**src/rtl/uart_baud_gen_frac.sv**
```systemverilog
// Fractional-N UART baud generator: emits an oversample tick every
// divisor_int + divisor_frac/2^FRAC_W main_clk cycles, plus bit-centre and bit-boundary pulses.
module uart_baud_gen_frac #(
  parameter int CLK_FREQ   = 150_000_000,
  parameter int BAUDRATE   = 115200,
  parameter int OVERSAMPLE = 16,
  parameter int DIV_W      = 16,
  parameter int FRAC_W     = 4
) (
  input  logic              main_clk,
  input  logic              sreset,
  input  logic              enable,
  input  logic              cfg_load,
  input  logic [DIV_W-1:0]  divisor_int,
  input  logic [FRAC_W-1:0] divisor_frac,
  input  logic              resync,
  output logic              tick_os,
  output logic              tick_mid,
  output logic              tick_bit,
  output logic              running,
  output logic              cfg_err,
  output logic [7:0]        status
);

  localparam logic [1:0] ST_IDLE = 2'd1;
  localparam logic [1:0] ST_RUN  = 2'd2;

  localparam longint unsigned OS_RATE  = 64'(BAUDRATE) * 64'(OVERSAMPLE);
  localparam longint unsigned DEF_INT  = 64'(CLK_FREQ) / OS_RATE;
  localparam longint unsigned DEF_FRAC = ((64'(CLK_FREQ) % OS_RATE) << FRAC_W) / OS_RATE;
  localparam logic [DIV_W-1:0]  DEF_INT_V  = DEF_INT[DIV_W-1:0];
  localparam logic [FRAC_W-1:0] DEF_FRAC_V = DEF_FRAC[FRAC_W-1:0];

  localparam int SUB_W = $clog2(OVERSAMPLE);
  localparam logic [SUB_W-1:0] SUB_MAX = SUB_W'(OVERSAMPLE - 1);
  localparam logic [SUB_W-1:0] SUB_MID = SUB_W'(OVERSAMPLE / 2);

  if (OVERSAMPLE != 8 && OVERSAMPLE != 16) begin : g_bad_os
    $error("uart_baud_gen_frac: OVERSAMPLE must be 8 or 16");
  end
  if (DEF_INT < 2 || (DEF_INT >> DIV_W) != 0) begin : g_bad_div
    $error("uart_baud_gen_frac: default integer divisor out of range");
  end

  logic [1:0]        state_q, state_d;
  logic [DIV_W-1:0]  cnt_q, cnt_d;
  logic [FRAC_W-1:0] acc_q, acc_d;
  logic [SUB_W-1:0]  sub_q, sub_d;
  logic [DIV_W-1:0]  act_int_q, act_int_d;
  logic [FRAC_W-1:0] act_frac_q, act_frac_d;
  logic [DIV_W-1:0]  sh_int_q, sh_int_d;
  logic [FRAC_W-1:0] sh_frac_q, sh_frac_d;
  logic              pend_q, pend_d;
  logic              cfg_err_q, cfg_err_d;
  logic              tick_os_q, tick_os_d;
  logic              tick_mid_q, tick_mid_d;
  logic              tick_bit_q, tick_bit_d;
  logic              running_q, running_d;
  logic [7:0]        status_q, status_d;

  logic [FRAC_W:0]   sum;
  logic              carry;
  logic              period_end;
  logic              load_ok;
  logic              apply_now;
  logic [SUB_W-1:0]  sub_nx;

  always_comb begin
    state_d    = state_q;
    cnt_d      = cnt_q;
    acc_d      = acc_q;
    sub_d      = sub_q;
    act_int_d  = act_int_q;
    act_frac_d = act_frac_q;
    sh_int_d   = sh_int_q;
    sh_frac_d  = sh_frac_q;
    pend_d     = pend_q;
    cfg_err_d  = cfg_err_q;
    tick_os_d  = 1'b0;
    tick_mid_d = 1'b0;
    tick_bit_d = 1'b0;
    apply_now  = 1'b0;

    sum   = {1'b0, acc_q} + {1'b0, act_frac_q};
    carry = sum[FRAC_W];
    // A carried period is one cycle longer; the counter then reaches act_int itself,
    // which still fits in DIV_W bits.
    period_end = carry ? (cnt_q == act_int_q) : (cnt_q == act_int_q - DIV_W'(1));
    sub_nx     = (sub_q == SUB_MAX) ? '0 : sub_q + SUB_W'(1);
    load_ok    = cfg_load && (divisor_int >= DIV_W'(2));

    if (cfg_load) cfg_err_d = !load_ok;

    if (state_q != ST_RUN) begin
      apply_now = 1'b1;
      if (enable) state_d = ST_RUN;
    end else if (!enable) begin
      state_d   = ST_IDLE;
      cnt_d     = '0;
      acc_d     = '0;
      sub_d     = '0;
      apply_now = 1'b1;
    end else if (resync) begin
      // Resync wins over a coincident period end: that tick is dropped.
      cnt_d     = '0;
      acc_d     = '0;
      sub_d     = '0;
      apply_now = 1'b1;
    end else if (period_end) begin
      cnt_d      = '0;
      acc_d      = sum[FRAC_W-1:0];
      sub_d      = sub_nx;
      tick_os_d  = 1'b1;
      tick_mid_d = (sub_nx == SUB_MID);
      tick_bit_d = (sub_nx == '0);
      apply_now  = 1'b1;
    end else begin
      cnt_d = cnt_q + DIV_W'(1);
    end

    // A mid-period load waits in the shadow until the next period start.
    if (load_ok) begin
      sh_int_d  = divisor_int;
      sh_frac_d = divisor_frac;
      if (apply_now) begin
        act_int_d  = divisor_int;
        act_frac_d = divisor_frac;
        pend_d     = 1'b0;
      end else begin
        pend_d = 1'b1;
      end
    end else if (pend_q && apply_now) begin
      act_int_d  = sh_int_q;
      act_frac_d = sh_frac_q;
      pend_d     = 1'b0;
    end

    running_d = (state_d == ST_RUN);
    status_d  = {6'd0, state_d};
  end

  always_ff @(posedge main_clk) begin
    if (sreset) begin
      state_q    <= ST_IDLE;
      cnt_q      <= '0;
      acc_q      <= '0;
      sub_q      <= '0;
      act_int_q  <= DEF_INT_V;
      act_frac_q <= DEF_FRAC_V;
      sh_int_q   <= DEF_INT_V;
      sh_frac_q  <= DEF_FRAC_V;
      pend_q     <= 1'b0;
      cfg_err_q  <= 1'b0;
      tick_os_q  <= 1'b0;
      tick_mid_q <= 1'b0;
      tick_bit_q <= 1'b0;
      running_q  <= 1'b0;
      status_q   <= 8'd1;
    end else begin
      state_q    <= state_d;
      cnt_q      <= cnt_d;
      acc_q      <= acc_d;
      sub_q      <= sub_d;
      act_int_q  <= act_int_d;
      act_frac_q <= act_frac_d;
      sh_int_q   <= sh_int_d;
      sh_frac_q  <= sh_frac_d;
      pend_q     <= pend_d;
      cfg_err_q  <= cfg_err_d;
      tick_os_q  <= tick_os_d;
      tick_mid_q <= tick_mid_d;
      tick_bit_q <= tick_bit_d;
      running_q  <= running_d;
      status_q   <= status_d;
    end
  end

  assign tick_os  = tick_os_q;
  assign tick_mid = tick_mid_q;
  assign tick_bit = tick_bit_q;
  assign running  = running_q;
  assign cfg_err  = cfg_err_q;
  assign status   = status_q;

endmodule

```
**config.mk**
```make
export PLATFORM = sky130hd
export DESIGN_NAME = uart_baud_gen_frac
export DESIGN_NICKNAME = d
export VERILOG_FILES = /design/src/rtl/uart_baud_gen_frac.sv
export SDC_FILE = /design/constraint.sdc
export NUM_CORES = 1
export LEC_CHECK = 0
export CAP_MARGIN = 20
export CORE_MARGIN = 2
export CORE_UTILIZATION = 35
export DETAILED_ROUTE_END_ITERATION = 16
export MAX_ROUTING_LAYER = met4
export PLACE_DENSITY = 0.61
export SYNTH_ARGS = -nofsm -noshare
export SYNTH_HDL_FRONTEND = slang
export SYNTH_SLANG_ARGS = --single-unit
```
**constraint.sdc**
```tcl
create_clock -name main_clk -period 8.3 [get_ports main_clk]
set_input_delay 1.245 -clock main_clk [delete_from_list [all_inputs] [get_ports main_clk]]
set_output_delay 1.245 -clock main_clk [all_outputs]
set_load 0.1 [all_outputs]
```
==> results of run 1 <==
[flip-flops by register name (all words and copies together), names as in the netlist]
register    count
acc_q           4
act_frac_q      4
act_int_q      16
cfg_err         1
cnt_q          16
pend_q          1
running         1
sh_frac_q       4
sh_int_q       16
status          2
sub_q           4
tick_bit        1
tick_mid        1
tick_os         1
[worst max-delay path: stages (launching register included)]
cell	delay [ps]
dfxtp_1	360
ha_1	180
inv_1	50
fa_1	380
nand2b_1	190
a21oi_2	290
nor3_1	110
xnor2_1	160
a2111o_1	400
or4_4	550
nor4b_4	600
o21a_4	460
mux2_4	340
[routing by layer]
layer  global-route usage  vias up  part of all wire
met2                0.260       48              0.49
met1                0.185     1374              0.47
met4               0.0467        0             0.013
met3               0.0235       12             0.028
met5                    -        -                 0
li1                     -     1487                 -
[power by group]
part | switching, mW | internal [mW]
combinational | 0.0699 | 0.0481
sequential | 0.0117 | 0.359
clock | 0.146 | 0.120
total | 0.227 | 0.527
[metrics by stage]
stage	utilization	total power, mW	instance area [um2]	cells
3_3_place_gp	0.399	0.494	4160	568
6_report	0.417	0.755	4350	584
5_1_grt	0.417	0.789	4350	584
2_1_floorplan	-	0.467	3810	421
4_1_cts	0.417	0.761	4350	584
3_5_place_dp	0.399	0.496	4160	568
[synthesized netlist by cell type (4+ instances only)]
master,n,share of area
o22ai_1,4,0.0066
xnor2_1,19,0.044
nor3b_1,4,0.0079
nand2_1,40,0.040
ha_1,7,0.023
clkbuf_1,10,0.0099
nor3_1,9,0.012
inv_1,14,0.014
dfxtp_1,72,0.38
nor4_1,4,0.0066
a21oi_1,11,0.015
o211ai_1,6,0.012
nor2b_1,4,0.0066
buf_4,8,0.016
nand2b_1,8,0.013
xor2_1,16,0.037
and2b_1,4,0.0079
nand4_1,5,0.0083
and2b_2,8,0.018
nor2_1,53,0.053
and3_1,6,0.0099
nand3_1,10,0.013
a211o_1,4,0.0092
mux2_4,14,0.055
o21ai_0,10,0.013
mux2i_1,12,0.032
[area by class of cell]
cell class              count  area, um2
fillers                  1058       6070
multi-input cells         313       2170
flip-flops and latches     72       1440
repair buffers             33        325
well taps                 136        170
clock buffers              10        138
inverters                  14       52.6
clock inverters             6       50.0
[kinds of logic (layout without fill, tap and decap cells)]
kind of cell	count (synthesis)	count (layout)	share of synthesized area
AO/OA/AOI/OAI	57	57	0.106
XOR/XNOR	35	35	0.0809
adder cells (fa/ha/maj)	8	8	0.0284
buffers and inverters	36	63	0.0522
flip-flops	72	72	0.380
multiplexers	27	27	0.0902
other	1	6	0.000990
AND/OR/NAND/NOR	180	180	0.261
[worst paths after layout]
check	from	end	slack (ps)	depth (start not counted)
worst max register to register	act_frac_q[0]	act_int_q[9]	4120	12
worst min-delay path	sh_int_q[9]	sh_int_q[9]	470	2
worst max-delay path	act_frac_q[0]	act_int_q[9]	4120	12
worst min register to register	sh_int_q[9]	sh_int_q[9]	470	2
==> results.sh, run 1 <==
export IMPL_arrival_ps=4420
export IMPL_fin_nets=476
export IMPL_root_buffer="clkbuf_8"
export IMPL_numClockSinks=72
export IMPL_fmax_mhz=239
export IMPL_num_vias=2921
export IMPL_synth_async_reset_ratio=0
export IMPL_place_congestion=0.866
export IMPL_cts_resized=0
export IMPL_die_height_um=108
export IMPL_htreeDepth=3
export IMPL_worstMarginPinSlew_ps=972
export IMPL_cp_required_ps=8540
export IMPL_core_area_mm2=0.0104
export IMPL_syn_area_per_cell_um2=9.11
export IMPL_ir_worst_vdd_mv=0.0995
export IMPL_finalHoldViolCount=0
export IMPL_rsz0062_at_grt="no"
export IMPL_ys_ff_latch=72
export IMPL_layout_common_cells="72 x dfxtp_1, 53 x nor2_1, 40 x nand2_1"
export IMPL_p_leak_nw=1.72
export IMPL_fin_skew_ps=11.0
export IMPL_post_cts_buffers=0
export IMPL_ys_seq_area_frac=0.380
export IMPL_yosysUniqueCellTypes=64
export IMPL_slew_viol_final=0
export IMPL_grt_pass1_wl_um=13800
export IMPL_worst_setup_path_end_kind="flip-flop"
export IMPL_track_usage=0.152
export IMPL_setup_viol=0
export IMPL_grt_pass1_vias=2892
export IMPL_synth_warnings=0
export IMPL_syn2layout_area_growth_pct=14.7
export IMPL_vias_per_cell=5.00
export IMPL_ys_flop_type="dfxtp_1"
export IMPL_synth_edf_count=0
export IMPL_dieArea_mm2=0.0117
export IMPL_dieWidth_um=108
export IMPL_p_per_area_mw_per_mm2=174
export IMPL_status="finished, final reports clean"
export IMPL_globalRouteOverflowTotal=0
export IMPL_initial_core_util=0.364
export IMPL_grt_max_degree=37
export IMPL_start_kind="flip-flop"
export IMPL_fin_setup_tns_ps=0
export IMPL_worst_slack_ps=4120
export IMPL_rows=37
export IMPL_drv_cap=0
export IMPL_cts_hold_fix_buffers=0
export IMPL_critical_path_class="reg2reg"
export IMPL_cts_tree="built"
export IMPL_portBuffers=31
export IMPL_clk_path_buf_depth=2
export IMPL_min_period_ps=4180
export IMPL_path_max_fanout=20
export IMPL_drive_above_1_share=0.125
export IMPL_path_clk_slew_ps=80
export IMPL_holdWs_ps=466
export IMPL_final_antenna_net_count=0
export IMPL_drc_errors=0
export IMPL_netlist_area_mm2=0.00379
export IMPL_place_ws_ps=4170
export IMPL_fin_crit_sh=0.504
export IMPL_netlist_instances=416
export IMPL_n_antenna_cell=0
export IMPL_wire_per_inst_um=13.9
export IMPL_final_common_cell="dfxtp_1"
export IMPL_clk_latency_ps=350
export IMPL_drt_iter0_markers=181
export IMPL_wl_um=8110
export IMPL_place_hpwl_um=5990
export IMPL_hp_class="reg2reg"
export IMPL_ios=38
export IMPL_slew_headroom=0.350
export IMPL_dr_pass1_iters=4
export IMPL_numCtsBuffers=9
export IMPL_antenna_found_initial=0
No activity file was read; power rests on OpenSTA's default activity.
==> inputs of run 2 (changes only) <==
==> constraint.sdc (replaced) <==
create_clock -name main_clk -period 4.2 [get_ports main_clk]
set_input_delay 0.63 -clock main_clk [delete_from_list [all_inputs] [get_ports main_clk]]
set_output_delay 0.63 -clock main_clk [all_outputs]
set_load 0.1 [all_outputs]
==> run 2 against run 1 <==
  * Sequential share of layout area about the same
  * Worst setup slack got worse by 3700 ps
  * Global-route usage increased by 0.25 points
  * Hold slack got worse by 1.8 ps
  * Clock power increased by 88%
  * Final area increased by 0.12%
  * Final cell count increased by 0.34%
==> results.sh, run 2 (synthesis results as in run 1) <==
export IMPL_worstHoldStart="sh_int_q[7]"
export IMPL_num_vias=2940
export IMPL_min_period_ps=3760
export IMPL_final_common_cell="dfxtp_1"
export IMPL_root_buffer="clkbuf_8"
export IMPL_core_area_mm2=0.0104
export IMPL_fin_setup_tns_ps=0
export IMPL_p_total_mw=1.47
export IMPL_drc_errors=0
export IMPL_cts_hold_fix_buffers=0
export IMPL_p_leak_nw=1.73
export IMPL_setup_viol=0
export IMPL_layout_common_cells="72 x dfxtp_1, 53 x nor2_1, 40 x nand2_1"
export IMPL_crit_slowest_cell="or4_4"
export IMPL_status="finished, final reports clean"
export IMPL_fmax_mhz=266
export IMPL_crit_reg2reg_capture="act_int_q[5]"
export IMPL_r2r_start="acc_q[0]"
export IMPL_htreeDepth=3
export IMPL_dr_pass1_iters=4
export IMPL_grt_pass1_vias=2908
export IMPL_clk_path_buf_depth=2
export IMPL_dieWidth_um=108
export IMPL_final_antenna_net_count=0
export IMPL_worst_setup_path_end_kind="flip-flop"
export IMPL_place_hpwl_um=5930
export IMPL_worstHoldPathCells=2
export IMPL_numClockSinks=72
export IMPL_track_usage=0.155
export IMPL_grt_pass1_wl_um=14000
export IMPL_portBuffers=31
export IMPL_cts_resized=0
export IMPL_holdWs_ps=464
export IMPL_fin_skew_ps=11.0
export IMPL_final_util=0.418
export IMPL_dieArea_mm2=0.0117
export IMPL_top_regs="act_int_q x16, cnt_q x16, sh_int_q x16"
export IMPL_initial_core_util=0.364
export IMPL_rsz0062_at_grt="no"
export IMPL_numCtsBuffers=9
export IMPL_finalHoldViolCount=0
export IMPL_slew_headroom=0.344
export IMPL_p_per_area_mw_per_mm2=337
export IMPL_fin_nets=478
export IMPL_ir_worst_vdd_mv=0.192
export IMPL_ios=38
export IMPL_hold_end="sh_int_q[7]"
export IMPL_cp_required_ps=4440
export IMPL_path_clk_slew_ps=90
export IMPL_critical_path_class="reg2reg"
export IMPL_rows=37
export IMPL_globalRouteOverflowTotal=0
export IMPL_drive_above_1_share=0.129
export IMPL_hp_class="reg2reg"
export IMPL_fillers=1037
export IMPL_grt_max_degree=41
export IMPL_fin_crit_sh=0.894
export IMPL_wl_um=8020
export IMPL_wire_per_inst_um=13.7
export IMPL_n_antenna_cell=0
export IMPL_crit_chain="ha_1, inv_1, fa_1, nand2b_1, a21oi_2, nor3_1, xnor2_1, a2111o_1, or4_4, nor4b_4, o21a_4, mux2_4"
export IMPL_vias_per_cell=5.02
export IMPL_reg2regPathDepth=12
export IMPL_antenna_found_initial=0
export IMPL_die_height_um=108
export IMPL_worst_slack_ps=445
export IMPL_post_cts_buffers=0
export IMPL_start_kind="flip-flop"
export IMPL_place_congestion=0.880
export IMPL_arrival_ps=4000
export IMPL_rrSetupSlack_ps=440
export IMPL_drt_iter0_markers=153
export IMPL_clk_latency_ps=350
export IMPL_slew_viol_final=0
export IMPL_cts_tree="built"
export IMPL_place_ws_ps=439
export IMPL_syn2layout_area_growth_pct=14.8
export IMPL_path_max_fanout=20
export IMPL_drv_cap=0
export IMPL_slowest_delay_ps=550
export IMPL_worstMarginPinSlew_ps=981
==> run 2: area by class of cell <==
cell class / instances / area (um2) / share of cell area
Clock buffer: 9 / 124 / 0.0285
Clock inverter: 7 / 53.8 / 0.0124
Inverter: 14 / 52.6 / 0.0121
Multi-Input combinational cell: 313 / 2170 / 0.498
Sequential cell: 72 / 1440 / 0.331
Tap cell: 136 / 170 / 0.0391
Timing Repair Buffer: 35 / 340 / 0.0782
==> run 2: power breakdown <==
| part | internal [mW] | switching [mW] |
|---|---|---|
| clock | 0.218 | 0.281 |
| sequential | 0.709 | 0.0228 |
| combinational | 0.0959 | 0.138 |
==> run 2: routing by layer <==
| metal | track usage | share of wire | routed length [um] | vias to the layer above |
|---|---|---|---|---|
| met5 | - | 0 | 0 | - |
| met4 | 0.0614 | 0.016 | 126 | 0 |
| met3 | 0.0259 | 0.039 | 310 | 10 |
| met2 | 0.245 | 0.48 | 3880 | 64 |
| met1 | 0.197 | 0.46 | 3700 | 1374 |
| li1 | - | - | - | 1492 |
==> run 2: worst max-delay path by stage <==
| stage | from | endpoint | slack [ps] | cells after the start |
|---|---|---|---|---|
| after global placement | acc_q[0] | act_int_q[10] | 550 | 12 |
| after detailed placement | acc_q[0] | act_int_q[15] | 440 | 12 |
| after CTS | acc_q[0] | act_int_q[5] | 430 | 12 |
| after floorplan | acc_q[0] | act_frac_q[0] | 510 | 13 |
| final | acc_q[0] | act_int_q[5] | 440 | 12 |
| after global routing | acc_q[0] | act_int_q[5] | 210 | 12 |
==> run 2: critical path: cells and delay by family (launching register included) <==
kind / cells / cell delay [ps]
AOI/OAI and AO/OA: 3 / 1060
xor gates and xnor gates: 1 / 160
adders and majority gates: 2 / 560
buffers and inverters: 1 / 60
DFF: 1 / 340
muxes: 1 / 330
and+or+nand+nor: 4 / 1140
==> run 2: per-stage QoR <==
step	std cells	area, um2
finish	586	4350
detailed placement	570	4170
CTS	586	4350
global placement	570	4170
global route	586	4350
floorplan	421	3810
